File: src/rtl/sr_pkg.sv
// Shared definitions for the recirculating hex-digit shift register (read and write controllers).
package sr_pkg;

    typedef enum logic [1:0] {
        ST_IDLE,
        ST_WAIT,
        ST_SHIFT,
        ST_DONE
    } sr_state_e;

    localparam int BITS_PER_DIGIT = 4;

    // Segment order: bit 6 = a, bit 5 = b, ... bit 0 = g; active high.
    localparam logic [6:0] SEG7_GLYPH [16] = '{
        7'b1111110, 7'b0110000, 7'b1101101, 7'b1111001,
        7'b0110011, 7'b1011011, 7'b1011111, 7'b1110000,
        7'b1111111, 7'b1111011, 7'b1110111, 7'b0011111,
        7'b1001110, 7'b0111101, 7'b1001111, 7'b1000111
    };

endpackage

File: src/rtl/hex_to_seg7.sv
// Combinational hex digit to seven-segment glyph decode, segment order as in sr_pkg.
module hex_to_seg7
    import sr_pkg::*;
(
    input  logic [3:0] nibble,
    output logic [6:0] seg
);

    assign seg = SEG7_GLYPH[nibble];

endmodule

File: src/rtl/sr_nibble_reader.sv
// Read side of the recirculating shift register: waits for a requested digit to stream past and returns it.
// Optional registered 7-segment output under SR_SEG7_EN; request held off while a response awaits rsp_ready.
module sr_nibble_reader
    import sr_pkg::*;
#(
    parameter int LENGTH = 40,
    parameter int DIG_W  = 4
) (
    input  logic             clk,
    input  logic             rst_n,
    input  logic             sr_data,
    input  logic             frame_sync,
    input  logic             req_valid,
    output logic             req_ready,
    input  logic [DIG_W-1:0] req_digit,
    output logic             rsp_valid,
    input  logic             rsp_ready,
    output logic [3:0]       rsp_nibble,
    output logic             rsp_err
`ifdef SR_SEG7_EN
    ,
    output logic [6:0]       rsp_seg
`endif
);

    localparam int NDIGITS = LENGTH / BITS_PER_DIGIT;
    localparam int PW      = $clog2(LENGTH);

    logic [PW-1:0]    pos_q, pos_d, eff_pos;
    sr_state_e        state_q, state_d;
    logic [DIG_W-1:0] digit_q, digit_d;
    logic [1:0]       bit_cnt_q, bit_cnt_d;
    logic [3:0]       nib_q, nib_d;
    logic [3:0]       rsp_nibble_q, rsp_nibble_d;
    logic             rsp_err_q, rsp_err_d;
    logic             rsp_valid_q, rsp_valid_d;
    logic             req_ready_q, req_ready_d;
    logic             at_target;

    // A frame_sync cycle is by definition bit 0 of digit 0, whatever the counter says.
    always_comb begin
        eff_pos   = frame_sync ? '0 : pos_q;
        pos_d     = (int'(eff_pos) == LENGTH - 1) ? '0 : eff_pos + PW'(1);
        at_target = (int'(eff_pos) == BITS_PER_DIGIT * int'(digit_q));
    end

    always_comb begin
        state_d      = state_q;
        digit_d      = digit_q;
        bit_cnt_d    = bit_cnt_q;
        nib_d        = nib_q;
        rsp_nibble_d = rsp_nibble_q;
        rsp_err_d    = rsp_err_q;

        case (state_q)
            ST_IDLE: begin
                if (req_valid) begin
                    digit_d = req_digit;
                    if (int'(req_digit) >= NDIGITS) begin
                        rsp_err_d    = 1'b1;
                        rsp_nibble_d = 4'h0;
                        state_d      = ST_DONE;
                    end else begin
                        state_d = ST_WAIT;
                    end
                end
            end
            ST_WAIT: begin
                if (at_target) begin
                    nib_d     = {3'b000, sr_data};
                    bit_cnt_d = 2'd1;
                    state_d   = ST_SHIFT;
                end
            end
            ST_SHIFT: begin
                // Realignment invalidates the partial digit; digit 0 restarts on this very bit.
                if (frame_sync) begin
                    if (at_target) begin
                        nib_d     = {3'b000, sr_data};
                        bit_cnt_d = 2'd1;
                    end else begin
                        state_d = ST_WAIT;
                    end
                end else begin
                    nib_d[bit_cnt_q] = sr_data;
                    bit_cnt_d        = bit_cnt_q + 2'd1;
                    if (bit_cnt_q == 2'd3) begin
                        rsp_nibble_d = nib_d;
                        rsp_err_d    = 1'b0;
                        state_d      = ST_DONE;
                    end
                end
            end
            ST_DONE: begin
                if (rsp_ready) begin
                    state_d = ST_IDLE;
                end
            end
            default: state_d = ST_IDLE;
        endcase

        req_ready_d = (state_d == ST_IDLE);
        rsp_valid_d = (state_d == ST_DONE);
    end

    always_ff @(posedge clk or negedge rst_n) begin
        if (!rst_n) begin
            pos_q        <= '0;
            state_q      <= ST_IDLE;
            digit_q      <= '0;
            bit_cnt_q    <= 2'd0;
            nib_q        <= 4'h0;
            rsp_nibble_q <= 4'h0;
            rsp_err_q    <= 1'b0;
            rsp_valid_q  <= 1'b0;
            req_ready_q  <= 1'b1;
        end else begin
            pos_q        <= pos_d;
            state_q      <= state_d;
            digit_q      <= digit_d;
            bit_cnt_q    <= bit_cnt_d;
            nib_q        <= nib_d;
            rsp_nibble_q <= rsp_nibble_d;
            rsp_err_q    <= rsp_err_d;
            rsp_valid_q  <= rsp_valid_d;
            req_ready_q  <= req_ready_d;
        end
    end

    assign req_ready  = req_ready_q;
    assign rsp_valid  = rsp_valid_q;
    assign rsp_nibble = rsp_nibble_q;
    assign rsp_err    = rsp_err_q;

`ifdef SR_SEG7_EN
    logic [6:0] glyph;
    logic [6:0] seg_q, seg_d;

    // Decoded from the value being loaded so the glyph lines up with rsp_nibble.
    hex_to_seg7 u_hex_to_seg7 (
        .nibble (rsp_nibble_d),
        .seg    (glyph)
    );

    always_comb begin
        seg_d = rsp_err_d ? 7'b0000000 : glyph;
    end

    always_ff @(posedge clk or negedge rst_n) begin
        if (!rst_n) begin
            seg_q <= 7'b0000000;
        end else begin
            seg_q <= seg_d;
        end
    end

    assign rsp_seg = seg_q;
`endif

endmodule

File: config.mk
export PLATFORM = sky130hd
export DESIGN_NAME = sr_nibble_reader
export DESIGN_NICKNAME = d
export VERILOG_FILES = /design/src/rtl/sr_pkg.sv /design/src/rtl/hex_to_seg7.sv /design/src/rtl/sr_nibble_reader.sv
export SDC_FILE = /design/constraint.sdc
export NUM_CORES = 1
export LEC_CHECK = 0
export ABC_CLOCK_PERIOD_IN_PS = 2800
export BUFFER_PORTS_ARGS = -buffer_cell sky130_fd_sc_hd__buf_2
export CAP_MARGIN = 20
export CORE_UTILIZATION = 53
export DETAILED_ROUTE_END_ITERATION = 12
export MAX_ROUTING_LAYER = met4
export PLACE_DENSITY = 0.78
export SKIP_LAST_GASP = 1
export SYNTH_ARGS = -nofsm -noshare
export SYNTH_HDL_FRONTEND = slang
export SYNTH_SLANG_ARGS = --single-unit
export TNS_END_PERCENT = 1
File: constraint.sdc
create_clock -name clk -period 2.8 [get_ports clk]
set_input_delay 0.14 -clock clk [delete_from_list [all_inputs] [get_ports clk]]
set_output_delay 0.14 -clock clk [all_outputs]
set_load 0.02 [all_outputs]
==> flow_metrics.env <==
export IMPL_outcome="completed"
export IMPL_grt_overflow=0
export IMPL_synthCells=144
export IMPL_hp_start="req_digit[0]"
export IMPL_ctsResizeCount=0
export IMPL_hold_class="in -> reg"
export IMPL_critPathKind="reg -> reg"
export IMPL_drt_wl_total_mm=3.00
export IMPL_async_reset_ff_frac=1.00
export IMPL_synth_warning_count=0
export IMPL_synth_area_leaders="dfrtp_1 (40%), ha_1 (8.3%), mux2_2 (3.7%), o21ai_0 (3.3%), nand2_1 (2.7%)"
export IMPL_rsz0062_at_grt="no"
export IMPL_power_density_nw_per_um2=862
export IMPL_hold_depth=2
export IMPL_setup_worst_path_start_class="flop"
export IMPL_clk_pin_slew_ps=140
export IMPL_vias_per_cell=5.96
export IMPL_synth_top_area_cell="dfrtp_1"
export IMPL_p_leak_nw=0.755
export IMPL_hold_viol_final=0
export IMPL_port_buffers=16
export IMPL_synth_nets=164
export IMPL_pin_count=17
export IMPL_firstDrtPassIters=4
export IMPL_critPathRequiredTime_ps=3040
export IMPL_r2r_start="state_q[0]"
export IMPL_routabilityCongestion=0.869
export IMPL_fin_crit_sh=0.663
export IMPL_antenna_found_initial=0
export IMPL_mostFrequentLayoutCells="dfrtp_1 (24), buf_2 (16), nand2_1 (11)"
export IMPL_drtIter0Drc=35
export IMPL_ys_ff_latch=25
export IMPL_num_rows=19
export IMPL_cap_violations=0
export IMPL_drive_gt1_frac=0.224
export IMPL_die_y_um=55.5
export IMPL_vias=1144
export IMPL_p_total_mw=1.42
export IMPL_htreeDepth=1
export IMPL_synth_main_ff_cell="dfrtp_1"
export IMPL_peakVddDrop_v=0.000527
export IMPL_grt_total_usage=0.214
export IMPL_grt_max_degree=26
export IMPL_maxSlewViolCount=0
export IMPL_crit_fanout=9
export IMPL_r2r_setup_slack_ps=940
export IMPL_worstReg2RegEnd="rsp_valid"
export IMPL_fmax_ghz=0.539
export IMPL_yosysUniqueCellTypes=45
export IMPL_tritoncts_num_buffers=3
export IMPL_synth_edf_count=0
export IMPL_avgSynthCellArea_um2=10.5
export IMPL_diodes=0
export IMPL_grt_pass1_wl_mm=5.08
export IMPL_syn_to_final_growth_pct=8.42
export IMPL_cp_end_kind="flop"
export IMPL_whs_endpoint="digit_q[0]"
export IMPL_cp_arrival_ps=2090
export IMPL_cts_root_buf="clkbuf_4"
export IMPL_n_fill_cell=234
export IMPL_worst_pin_slew_ps=556
export IMPL_slew_headroom=0.629
export IMPL_start_util=0.554
export IMPL_final_core_util=0.601
export IMPL_dieArea_um2=3080
export IMPL_finalSetupViolCount=0
export IMPL_syn_area_um2=1520
export IMPL_clock_latency_ps=310
export IMPL_grt_pass1_vias=1094
export IMPL_layout_commonest_cell="dfrtp_1"
export IMPL_tns_ps=0
export IMPL_min_period_ps=1860
export IMPL_die_w_um=55.5
export IMPL_ys_seq_area_frac=0.414
export IMPL_post_cts_buffers=0
export IMPL_dp_hpwl_mm=2.30
export IMPL_final_nets=182
export IMPL_cts_sinks=25
export IMPL_drc=0
export IMPL_clockBufferDepth=2
export IMPL_coreArea_um2=2730
export IMPL_antenna_left=0
export IMPL_synth_top_area_share=0.396
export IMPL_reg2reg_depth=7
export IMPL_finalClockSkew_ps=5.21
export IMPL_cts_tree="done"
export IMPL_multi_input_area_um2=822
export IMPL_wire_per_inst_um=15.6
export IMPL_regArea_um2=627
report_power, final:
part / switching [mW] / internal, mW / leakage [nW]
Combinational: 0.373 / 0.315 / 0.423
Sequential: 0.0915 / 0.478 / 0.315
Clock: 0.105 / 0.0533 / 0.0177
kinds of logic after synthesis:
family / count (synthesis) / synth area share
muxes: 10 / 0.0735
and+or+nand+nor: 41 / 0.153
AOI/OAI and AO/OA: 40 / 0.211
buffers and inverters: 14 / 0.0438
xor gates and xnor gates: 4 / 0.0231
adders and majority gates: 10 / 0.0826
DFF: 25 / 0.414
layer usage:
layer  vias up  GRT usage  wire length (um)
met2        20      0.361              1510
met5         -          -                 0
met3         4     0.0211                75
li1        552          -                 -
met1       568      0.278              1400
met4         0     0.0536                17
per-stage QoR:
stage	cells	worst slack, ps	hold WS (ps)	area [um^2]
floorplan	144	1110	-156	1520
global placement	187	848	165	1610
detailed placement	187	867	168	1610
CTS	192	958	46.9	1640
global route	192	750	44.2	1640
finish	192	945	52.6	1640
critical path, stage by stage (launching register included):
cell and delay [ps]:
dfrtp_1 440, inv_1 120, ha_1 330, inv_1 130, nor3_1 260, o21ai_0 130, a21o_1 190, a21boi_0 170
Yosys cell counts (2+ instances only):
master / number
a21o_1: 2
a21oi_1: 6
a22o_1: 4
a31oi_1: 2
a32o_1: 2
and3_1: 2
buf_2: 2
dfrtp_1: 24
ha_1: 10
inv_1: 10
mux2_2: 5
mux2i_1: 4
nand2_1: 11
nand3b_1: 2
nor2_1: 6
nor2b_1: 4
nor3_1: 6
o211a_1: 2
o21ai_0: 10
or2b_1: 3
xnor2_1: 3
state kept, by name, indices dropped and copies added, names as in the netlist:
name and count:
pos_q 6, digit_q 4, nib_q 4, rsp_nibble 4
bit_cnt_q 2, state_q 2, req_ready 1, rsp_err 1
rsp_valid 1
final cells by class:
type / count / share of cell area
clock inverter: 1 / 0.00305
tap: 31 / 0.0236
multi-input combinational: 105 / 0.500
timing repair buffer: 17 / 0.0548
clock buffer: 3 / 0.0137
sequential: 25 / 0.382
inverter: 10 / 0.0228
worst max-delay path by stage:
stage          cells past startpoint  startpoint        end  slack, ps
2_1_floorplan                      7    pos_q[0]   nib_q[0]       1110
3_3_place_gp                       8  frame_sync   nib_q[3]        850
3_5_place_dp                       8  frame_sync   nib_q[3]        870
4_1_cts                            7  state_q[0]  rsp_valid        960
5_1_grt                            7  state_q[0]  rsp_valid        750
6_report                           7  state_q[0]  rsp_valid        940
timing repair:
action / 4_1_cts / 5_1_grt
endpoints found under the hold margin: 24 / 0
hold buffers: 1 / 0
endpoints found under the setup margin: 0 / 0
Power figures use the tool's default switching activity.
